<file path="src/rtl/data_mem_arbiter.sv">
// Two-port arbiter in front of the single-port DataMemory. Port 0 (CPU) has priority,
// and port 1 (debug/loader) is protected from starvation by a consecutive-grant counter.
module data_mem_arbiter #(
  parameter int unsigned ADDR_LIMIT = 4096,
  parameter int unsigned MAX_CONSEC = 4
) (
  input  logic        clk,
  input  logic        rst_n,
  input  logic        m0_req_valid,
  output logic        m0_req_ready,
  input  logic        m0_req_we,
  input  logic [31:0] m0_req_addr,
  input  logic [31:0] m0_req_wdata,
  output logic        m0_rsp_valid,
  output logic [31:0] m0_rsp_rdata,
  output logic        m0_rsp_err,
  input  logic        m1_req_valid,
  output logic        m1_req_ready,
  input  logic        m1_req_we,
  input  logic [31:0] m1_req_addr,
  input  logic [31:0] m1_req_wdata,
  output logic        m1_rsp_valid,
  output logic [31:0] m1_rsp_rdata,
  output logic        m1_rsp_err,
  output logic        mem_read,
  output logic        mem_write,
  output logic [31:0] mem_address,
  output logic [31:0] mem_write_data,
  input  logic [31:0] mem_read_data
);

  // state  | meaning
  // IDLE   | nothing in flight, accept window open
  // ACCESS | latched request drives DataMemory for one cycle
  // RESP   | response pulse to the latched port, accept window open
  typedef enum logic [1:0] {IDLE = 2'd0, ACCESS = 2'd1, RESP = 2'd2} state_t;

  localparam logic [3:0]  MAX_CNT  = 4'(MAX_CONSEC);
  localparam logic [31:0] ADDR_LIM = 32'(ADDR_LIMIT);

  state_t      state_q, state_d;
  logic [3:0]  cnt_q, cnt_d;
  logic        id_q, id_d;
  logic        we_q, we_d;
  logic [31:0] addr_q, addr_d;
  logic [31:0] wdata_q, wdata_d;
  logic        rsp0_valid_q, rsp0_valid_d;
  logic        rsp1_valid_q, rsp1_valid_d;
  logic [31:0] rsp_rdata_q, rsp_rdata_d;
  logic        rsp_err_q, rsp_err_d;

  logic accept_win;
  logic grant0;
  logic grant1;
  logic accept;
  logic legal;

  assign accept_win = (state_q == IDLE) || (state_q == RESP);
  assign grant1     = m1_req_valid && (!m0_req_valid || (cnt_q == MAX_CNT));
  assign grant0     = m0_req_valid && !grant1;
  assign accept     = accept_win && (m0_req_valid || m1_req_valid);
  assign legal      = (addr_q[1:0] == 2'b00) && (addr_q < ADDR_LIM);

  // State register
  always_ff @(posedge clk or negedge rst_n) begin
    if (!rst_n) begin
      state_q <= IDLE;
    end else begin
      state_q <= state_d;
    end
  end

  // Next-state logic
  always_comb begin
    state_d = state_q;
    case (state_q)
      IDLE, RESP: state_d = accept ? ACCESS : IDLE;
      ACCESS:     state_d = RESP;
      default:    state_d = IDLE;
    endcase
  end

  // Request latch, fairness counter and response capture
  always_comb begin
    id_d    = id_q;
    we_d    = we_q;
    addr_d  = addr_q;
    wdata_d = wdata_q;
    cnt_d   = cnt_q;
    if (accept) begin
      id_d    = grant1;
      we_d    = grant1 ? m1_req_we    : m0_req_we;
      addr_d  = grant1 ? m1_req_addr  : m0_req_addr;
      wdata_d = grant1 ? m1_req_wdata : m0_req_wdata;
      if (grant1 || !m1_req_valid) begin
        cnt_d = 4'd0;
      end else if (cnt_q != 4'hF) begin
        cnt_d = cnt_q + 4'd1;
      end
    end
    rsp0_valid_d = (state_q == ACCESS) && !id_q;
    rsp1_valid_d = (state_q == ACCESS) && id_q;
    rsp_rdata_d  = ((state_q == ACCESS) && legal && !we_q) ? mem_read_data : 32'd0;
    rsp_err_d    = (state_q == ACCESS) && !legal;
  end

  always_ff @(posedge clk or negedge rst_n) begin
    if (!rst_n) begin
      cnt_q        <= 4'd0;
      id_q         <= 1'b0;
      we_q         <= 1'b0;
      addr_q       <= 32'd0;
      wdata_q      <= 32'd0;
      rsp0_valid_q <= 1'b0;
      rsp1_valid_q <= 1'b0;
      rsp_rdata_q  <= 32'd0;
      rsp_err_q    <= 1'b0;
    end else begin
      cnt_q        <= cnt_d;
      id_q         <= id_d;
      we_q         <= we_d;
      addr_q       <= addr_d;
      wdata_q      <= wdata_d;
      rsp0_valid_q <= rsp0_valid_d;
      rsp1_valid_q <= rsp1_valid_d;
      rsp_rdata_q  <= rsp_rdata_d;
      rsp_err_q    <= rsp_err_d;
    end
  end

  // Outputs; rst_n gating keeps ready and mem_write quiet while reset is held
  always_comb begin
    m0_req_ready   = rst_n && accept_win && grant0;
    m1_req_ready   = rst_n && accept_win && grant1;
    mem_read       = 1'b0;
    mem_write      = 1'b0;
    mem_address    = 32'd0;
    mem_write_data = 32'd0;
    if ((state_q == ACCESS) && legal) begin
      mem_read       = !we_q;
      mem_write      = we_q && rst_n;
      mem_address    = addr_q;
      mem_write_data = we_q ? wdata_q : 32'd0;
    end
    m0_rsp_valid = rsp0_valid_q;
    m0_rsp_rdata = rsp0_valid_q ? rsp_rdata_q : 32'd0;
    m0_rsp_err   = rsp0_valid_q && rsp_err_q;
    m1_rsp_valid = rsp1_valid_q;
    m1_rsp_rdata = rsp1_valid_q ? rsp_rdata_q : 32'd0;
    m1_rsp_err   = rsp1_valid_q && rsp_err_q;
  end

endmodule
</file>
<file path="config.mk">
export PLATFORM = sky130hd
export DESIGN_NAME = data_mem_arbiter
export DESIGN_NICKNAME = d
export VERILOG_FILES = /design/src/rtl/data_mem_arbiter.sv
export SDC_FILE = /design/constraint.sdc
export NUM_CORES = 1
export LEC_CHECK = 0
export ABC_CLOCK_PERIOD_IN_PS = 2000
export BUFFER_PORTS_ARGS = -buffer_cell sky130_fd_sc_hd__buf_4
export CORE_ASPECT_RATIO = 1.5
export CORE_MARGIN = 1
export CORE_UTILIZATION = 30
export DETAILED_ROUTE_END_ITERATION = 8
export GPL_TIMING_DRIVEN = 0
export PLACE_DENSITY = 0.58
export SLEW_MARGIN = 20
export SYNTH_ARGS = -nofsm -noshare
export SYNTH_HDL_FRONTEND = slang
export SYNTH_SLANG_ARGS = --single-unit
</file>
<file path="constraint.sdc">
create_clock -name clk -period 2 [get_ports clk]
set_input_delay 0.1 -clock clk [delete_from_list [all_inputs] [get_ports clk]]
set_output_delay 0.1 -clock clk [all_outputs]
set_load 0.05 [all_outputs]
</file>
==> impl_metrics.yaml, run 1 <==
sta:
  tns_ns: -8.95
  worst_pin_slew_ns: 0.600
  fin_ws_ns: -0.221
  hold_ws_ns: 0.0107
  rsz0062_at_grt: "yes"
  final.period_utilization_pct: 111
  max_freq_ghz: 0.450
  fin_skew_ns: 0.0127
  final_max_slew_viol_count: 0
  setup_violations: 62
  max-slew-margin-rel_pct: 60.0
  hold_viol: 0
  period_minus_slack_ns: 2.22
pwr:
  p_total_w: 0.00604
  leakage_nw: 4.97
  vdd_ir_drop_max_mv: 0.396
  power.density_nw_per_um2: 596
die:
  rows: 59
  initial_core_util_pct: 31.0
  dieWidth_um: 112
  pin_count: 302
  core_um2: 17600
  dieHeight_um: 167
  dieArea_um2: 18700
setup_path:
  crit_required_ns: 1.90
  critPathCaptureType: "primary output"
  startpoint_type: "register"
  worst-path-max-fanout: 6
  criticalPathCategory: "reg -> out"
  worstPathArrival_ns: 2.12
final_layout:
  fillers: 1613
  multiInputGateArea_um2: 2670
  nNetsFinal: 1229
  drive_above_1_share_pct: 38.5
  area_growth_pct: 86.2
  antennaDiodeCount: 0
  layout.area.seq_um2: 2680
yosys:
  yosysUniqueCellTypes: 33
  ys_seq_area_share_pct: 49.2
  synth_async_sr_flop_share_pct: 100
  synth_ff_type: "dfrtp_1"
  syn_inst: 622
  ys_top_cells_by_count: "133 x nand2_1, 108 x and2_1, 107 x dfrtp_1"
  synthTopCellsByArea: "dfrtp_1 49%, and2_1 12%, nand2_1 9.2%"
  ys_warn_count: 0
  synth-xor-area-share_pct: 0
  synth_seq_cells: 107
  synth_top_family_by_area: "simple AND/OR/NAND/NOR gates"
  avgSynthCellArea_um2: 8.74
  synth_top_area_share_pct: 49.2
  synth.area.mux_share_pct: 0.207
  synth-edff-count: 0
  yosys.area.top_type: "dfrtp_1"
  yosys.area_share.adder_pct: 0.460
  synth_compound_area_share_pct: 8.70
  synth_area_um2: 5440
  yosysMostFrequentCell: "nand2_1"
  synthSimpleGateAreaFrac_pct: 33.5
run_status:
  violations: "design-rule violations, negative setup slack"
  status: "finished, violations left"
clocking:
  cts_inserted_buffers: 9
  clk_pin_slew_ns: 0.08
  cts.sinks: 107
  cts-root-buf: "clkbuf_16"
  clockBufferDepth: 2
  cts_max_level: 3
  cts_tree: "done"
  worstSkewPairLatency_ns: 0.35
job:
  maxCapViolCount: 0
routing:
  drt_iter0_markers: 240
  drt-total-wl_um: 20700
  viasPerCell: 4.65
  via_count: 5945
  drc: 21
  drt_pass1_iterations: 8
  final_antenna_net_count: 0
  routedWlPerCell_um: 16.2
grt:
  grt_usage_pct: 22.2
  grt_overflow_total: 0
  antenna_found_initial: 0
  grt_max_degree: 67
  grt_pass1_wl_um: 32200
  grt_pass1_vias: 6253
placed_design:
  gp_congestion: 0.794
  dp_hpwl_um: 14500
  io_buffers: 279
hold_path:
  holdCritPathClass: "in -> reg"
-- cells by family after synthesis --
| group | Yosys count |
|---|---|
| AOI/OAI and AO/OA | 75 |
| adders and majority gates | 2 |
| buffers and inverters | 72 |
| DFF | 107 |
| muxes | 1 |
| other | 1 |
| and+or+nand+nor | 364 |
-- routing by layer --
layer	vias to the layer above	wire length, um	GRT usage [%]
li1	2876	-	-
met1	2785	7220	22.5
met2	240	11800	43.2
met3	44	980	4.04
met4	0	684	10.4
met5	-	0	0
-- what timing repair did --
item,CTS,global route
setup endpoints to repair,46,115
pin swaps,9,9
gates cloned,2,2
gates resized for setup,102,72
hold buffers,110,0
hold endpoints to repair,122,0
buffers inserted,5,8
-- worst max-delay path, cell delays in order (launching register included) --
cell,delay [ns]
dfrtp_1,0.43
nor4_4,0.35
nand4_4,0.16
nor3_4,0.18
buf_6,0.17
buf_6,0.12
and3_4,0.20
buf_8,0.14
-- where the power goes --
group / switching, W / total [W] / internal (W)
registers: 0.000221 / 0.00266 / 0.00244
logic: 0.000706 / 0.00136 / 0.000655
clock network: 0.000889 / 0.00201 / 0.00112
total: 0.00182 / 0.00604 / 0.00422
-- per-stage QoR --
| stage | utilization, % | setup slack (ns) | area, um2 | std cells |
|---|---|---|---|---|
| after CTS | 55.9 | -0.296 | 9810 | 1269 |
| after detailed placement | 45.1 | -0.260 | 7920 | 1136 |
| after global placement | 44.9 | -0.264 | 7890 | 1135 |
| after floorplan | - | -0.214 | 5530 | 643 |
| final | 57.6 | -0.221 | 10100 | 1279 |
| after global routing | 57.6 | -0.337 | 10100 | 1279 |
-- sequential cells by signal, indices dropped and copies added, names as in the netlist --
name and cells:
wdata_q 32, rsp_err_q 1, addr_q 32, state_q 2
rsp_rdata_q 32, we_q 1, id_q 1, m0_rsp_valid 1
cnt_q 4, m1_rsp_valid 1
-- final timing paths --
path,start,to,slack [ns],cells past startpoint
setup / recovery,addr_q[20],mem_write_data[7],-0.22,7
hold / removal,m1_req_wdata[19],wdata_q[19],0.01,3
setup reg to reg,addr_q[20],rsp_rdata_q[10],-0.03,9
hold reg to reg,id_q,m0_rsp_valid,0.45,1
max in group asynchronous,rst_n,rsp_rdata_q[21],1.06,3
min in group asynchronous,rst_n,addr_q[10],0.23,2
-- cells in the final DEF, fill, tap and decap left out, types with 2 or more instances in the layout --
cell type / instances
nor4_4: 5
nor2_1: 73
and2_1: 102
nand3_1: 3
buf_8: 40
dfrtp_1: 107
dlygate4sd3_1: 110
and3_4: 31
buf_1: 3
buf_6: 28
inv_1: 5
and3_1: 3
and2_4: 6
clkbuf_1: 18
nand2_1: 133
conb_1: 22
clkbuf_16: 9
inv_8: 2
buf_4: 268
bufinv_16: 2
a31oi_1: 65
clkbuf_2: 3
buf_2: 3
a21oi_1: 4
-- layout make-up --
type	count	share of cell area, %
Multi-Input combinational cell	464	26.3
Buffer	67	4.60
Clock inverter	7	1.06
Sequential cell	107	26.4
Timing Repair Buffer	407	36.5
Inverter	5	0.185
Clock buffer	9	2.22
Tap cell	213	2.63
Power figures use the tool's default switching activity.
==> run 2: changes to the inputs <==
Settings changed: ABC_CLOCK_PERIOD_IN_PS 2000 to 2600.
Clock period 2 ns to 2.6 ns, I/O delays scaled along.
==> run 2 against run 1 <==
The run ends with design-rule violations left. Global-route usage down 1.4 points. Critical path type unchanged. Final cell count shrank 7.3%. Largest cell class unchanged. Via count fell by 8.5%. Largest power group unchanged.
==> impl_metrics.yaml, run 2 (synthesis gave the netlist of run 1 again) <==
final_layout:
  reg_top3: "addr_q: 32 flops, rsp_rdata_q: 32 flops, wdata_q: 32 flops"
  area_growth_pct: 58.2
  layout_common_cells: "305 x buf_4, 133 x nand2_1, 108 x and2_1"
  antennaDiodeCount: 0
  drive_above_1_share_pct: 35.9
  final_common_cell: "buf_4"
  fillers: 1753
  layoutNonFillerInstCount: 1186
  nNetsFinal: 1136
clocking:
  clk_pin_slew_ns: 0.08
  cts-root-buf: "clkbuf_16"
  cts_tree: "done"
  cts_max_level: 3
  cts_inserted_buffers: 9
  worstSkewPairLatency_ns: 0.35
  cts.sinks: 107
  clockBufferDepth: 2
setup_path:
  cp_num_buf_inv: 3
  worst-path-max-fanout: 10
  criticalPathCategory: "reg -> out"
  crit_start: "addr_q[20]"
  startpoint_type: "register"
  r2r-start: "cnt_q[0]"
  r2r_slack_ns: 0.61
  critPathCaptureType: "primary output"
  critPathTopFamily: "simple AND/OR/NAND/NOR gates"
  worst_path_max_delay_cell: "dfrtp_1"
  path_cells: "nor4_2, nand4_2, nor3_4, buf_12, buf_4, and2_1, buf_4"
  crit_required_ns: 2.47
  worstPathArrival_ns: 2.30
  crit_path_frequent_cell: "buf_4"
  cpPeakStageDelay_ns: 0.40
routing:
  drc: 23
  final_antenna_net_count: 0
  via_count: 5439
  drt_pass1_iterations: 8
  viasPerCell: 4.59
  drt_iter0_markers: 214
  drt-total-wl_um: 19500
  routedWlPerCell_um: 16.5
sta:
  worst_pin_slew_ns: 0.640
  max_freq_ghz: 0.412
  period_minus_slack_ns: 2.43
  tns_ns: 0
  rsz0062_at_grt: "no"
  hold_viol: 0
  fin_ws_ns: 0.170
  setup_violations: 0
  final.period_utilization_pct: 93.5
  final_max_slew_viol_count: 0
  fin_skew_ns: 0.0127
  max-slew-margin-rel_pct: 57.3
pwr:
  p_int_w: 0.00314
  leakage_nw: 4.49
  sw_frac_of_total_pct: 29.6
  clockPowerShare_pct: 34.4
  power.switching_w: 0.00132
  p_comb_share_pct: 20.4
  sequentialPowerShare_pct: 45.2
  vdd_ir_drop_max_mv: 0.415
  power.density_nw_per_um2: 519
grt:
  grt_use_met1_pct: 22.0
  grt_util_met2_pct: 40.4
  grt_max_degree: 59
  grt_usage_pct: 20.8
  grt_overflow_total: 0
  grt_pass1_wl_um: 30000
  antenna_found_initial: 0
  grt_use_met3_pct: 4.29
  grt_busiest_layer: "met2"
  grt_pass1_vias: 5461
run_status:
  violations: "design-rule violations"
  status: "finished, violations left"
hold_path:
  hold_start: "mem_read_data[11]"
  holdCritPathClass: "in -> reg"
die:
  dieWidth_um: 112
  dieArea_um2: 18700
  rows: 59
  initial_core_util_pct: 31.0
  pin_count: 302
  dieHeight_um: 167
  core_um2: 17600
placed_design:
  gp_congestion: 0.785
  dpl_worst_slack_ns: 0.282
  dp_cells: 1136
  dp_hpwl_um: 14700
  io_buffers: 279
job:
  maxCapViolCount: 0
run 2: cell count changes in the layout (fill, tap and decap cells not counted), sizes merged:
cell,before,now
inv,8,9
buf,343,326
dlygate4sd3,110,32
clkinv,1,0
clkbuf,30,32
run 2: area by class of cell:
type,count,area [um2],area share (%)
clock buffer,9,225,2.62
clock inverter,7,105,1.22
sequential,107,2680,31.1
multi-input combinational,464,2430,28.2
tap,213,267,3.10
buffer,67,405,4.71
timing repair buffer,314,2470,28.8
inverter,5,18.8,0.218
run 2: worst paths after layout:
check	depth (start not counted)	to
max in group asynchronous	3	wdata_q[7]
min in group asynchronous	2	addr_q[15]
hold / removal	2	rsp_rdata_q[11]
setup / recovery	7	mem_address[7]
hold reg to reg	1	m0_rsp_valid
setup reg to reg	8	wdata_q[1]
run 2: per-layer routing:
layer / wire, um / vias up
met5: 0 / -
met3: 1130 / 27
met4: 401 / 0
met1: 7240 / 2524
met2: 10800 / 211
li1: - / 2677
run 2: timing repair:
action                                 CTS  global route
endpoints found under the hold margin   83             0
pin swaps                                1             1
buffers inserted                         2             0
resized for setup                        0             1
setup endpoints to repair               40             3
hold buffers                            32             0
run 2: power groups by stage:
stage | registers (W) | logic, W | clock network [W]
5_1_grt | 0.00205 | 0.00101 | 0.00164
2_1_floorplan | 0.00202 | 0.000487 | 0
3_5_place_dp | 0.00205 | 0.000880 | 0
3_3_place_gp | 0.00204 | 0.000866 | 0
6_report | 0.00202 | 0.000909 | 0.00154
4_1_cts | 0.00202 | 0.000923 | 0.00159
run 2: per-stage QoR:
step	utilization, %	hold slack [ns]	instance area (um2)	power [W]
4_1_cts	48.9	0.00847	8590	0.00453
6_report	49.0	0.0150	8600	0.00446
5_1_grt	49.0	0.00300	8600	0.00469
2_1_floorplan	-	-0.166	5520	0.00250
3_3_place_gp	44.9	0.338	7880	0.00291
3_5_place_dp	45.1	0.119	7920	0.00293
run 2: worst reg2reg max path, delay by kind of cell, from the launching register on:
kind / cells / cell delay [ns]
buffers and inverters: 3 / 0.66
DFF: 1 / 0.42
and+or+nand+nor: 2 / 0.36
AOI/OAI and AO/OA: 2 / 0.33
adders and majority gates: 1 / 0.14
==> run 3: changes to the inputs <==
Settings changed: BUFFER_PORTS_ARGS -buffer_cell sky130_fd_sc_hd__buf_4 to -buffer_cell sky130_fd_sc_hd__buf_2.
==> run 3 against run 2 <==
The run still ends with design-rule violations left. Clock-buffer cell count rose by 2. First-iteration DRC count fell by 11%. Clock skew rose by 0.0011 ns. Combinational power fell by 7.8%. Non-clock buffer count fell by 1. Largest cell class is now sequential cells. Via count rose by 1.6%.
==> impl_metrics.yaml, run 3 (synthesis gave the netlist of run 1 again) <==
run_status:
  status: "finished, violations left"
  violations: "design-rule violations"
final_layout:
  reg_top3: "addr_q: 32 flops, rsp_rdata_q: 32 flops, wdata_q: 32 flops"
  nNetsFinal: 1135
  drive_above_1_share_pct: 35.9
  fin_util_pct: 44.8
  final_common_cell: "buf_2"
  layoutNonFillerInstCount: 1186
  layout_common_cells: "287 x buf_2, 133 x nand2_1, 108 x and2_1"
  area_growth_pct: 44.6
  fin_area_um2: 7860
sta:
  fin_skew_ns: 0.0138
  setup_violations: 0
  period_minus_slack_ns: 2.48
  worst_pin_slew_ns: 0.632
  hold_viol: 0
  hold_ws_ns: 0.00854
  final.period_utilization_pct: 95.4
  final_max_slew_viol_count: 0
  max-slew-margin-rel_pct: 57.9
  rsz0062_at_grt: "no"
  max_freq_ghz: 0.403
clocking:
  clockBufferDepth: 2
  worstSkewPairLatency_ns: 0.35
  cts-root-buf: "clkbuf_16"
  cts_max_level: 3
  clk_pin_slew_ns: 0.08
  cts_tree: "done"
  cts_inserted_buffers: 9
  cts.sinks: 107
placed_design:
  io_buffers: 279
  dp_hpwl_um: 14400
  dp_cells: 1136
  gp_congestion: 0.779
  place_area_um2: 7220
setup_path:
  worst-path-max-fanout: 10
  r2r-end: "wdata_q[2]"
  startpoint_type: "register"
  crit_start: "addr_q[20]"
  worstPathArrival_ns: 2.35
  r2r_cells: 8
  r2r_slack_ns: 0.59
  crit_required_ns: 2.47
  r2r-start: "cnt_q[0]"
  critPathCaptureType: "primary output"
  criticalPathCategory: "reg -> out"
grt:
  grt_pass1_wl_um: 29400
  grt_usage_pct: 20.4
  grt_max_degree: 63
  antenna_found_initial: 2
  grt_pass1_vias: 5501
  grt_overflow_total: 0
die:
  dieHeight_um: 167
  pin_count: 302
  rows: 59
  dieArea_um2: 18700
  initial_core_util_pct: 31.0
  core_um2: 17600
  dieWidth_um: 112
pwr:
  p_total_w: 0.00424
  vdd_ir_drop_max_mv: 0.345
  leakage_nw: 4.35
  power.density_nw_per_um2: 539
routing:
  final_antenna_net_count: 0
  drt_pass1_iterations: 7
  drt_iter0_markers: 190
  viasPerCell: 4.66
  drc: 24
  routedWlPerCell_um: 16.0
  drt-total-wl_um: 18900
  via_count: 5527
hold_path:
  min_path_cells: 2
  hold_end: "rsp_rdata_q[15]"
  holdCritPathClass: "in -> reg"
  hold_start: "mem_read_data[15]"
job:
  maxCapViolCount: 0
[run 3: power breakdown]
| part | total (W) | switching, W | internal, W |
|---|---|---|---|
| Combinational | 0.000838 | 0.000508 | 0.000330 |
| Clock | 0.00138 | 0.000664 | 0.000718 |
| Sequential | 0.00202 | 0.000143 | 0.00188 |
| Total | 0.00424 | 0.00131 | 0.00293 |
[run 3: area by class of cell]
cell class | instances | area, um2
diodes | 1 | 2.50
plain buffers | 67 | 405
clock buffers | 11 | 253
clock inverters | 5 | 42.5
fillers | 1867 | 9710
inverters | 5 | 18.8
multi-input cells | 464 | 2430
flip-flops and latches | 107 | 2680
well taps | 213 | 267
repair buffers | 313 | 1770
[run 3: worst max-delay path by stage]
stage	to	cells past startpoint	slack [ns]
after floorplan	m1_req_ready	6	0.22
after global placement	m0_req_ready	3	-0.37
after detailed placement	mem_address[7]	6	0.28
after CTS	mem_address[7]	7	0.04
after global routing	mem_address[7]	7	0.003
final	mem_address[7]	7	0.12
[run 3: through the flow]
stage                     TNS (ns)  worst slack (ns)
final                            0             0.121
after global routing             0           0.00295
after CTS                        0            0.0433
after detailed placement         0             0.276
after global placement      -0.870            -0.372
after floorplan                  0             0.224
[run 3: what timing repair did]
item                                    CTS  global route
hold endpoints to repair                 91             0
buffers inserted                          2             0
endpoints found under the setup margin   40            29
pin swaps                                 1             1
hold buffers                             31             0
resized for setup                         0             1
[run 3: worst max-delay path, cell delays in order (launching register included)]
cell and delay, ns:
dfrtp_1 0.40, nor4_2 0.35, nand4_2 0.24, nor3_4 0.25, buf_12 0.15, buf_4 0.17
and2_1 0.15, buf_2 0.28
[run 3: layer usage]
| layer | vias to the layer above | track usage (%) | wire [um] |
|---|---|---|---|
| met1 | 2605 | 22.3 | 7180 |
| met3 | 28 | 4.40 | 1100 |
| li1 | 2686 | - | - |
| met2 | 208 | 38.1 | 10200 |
| met4 | 0 | 7.46 | 459 |
| met5 | - | 0 | 0 |
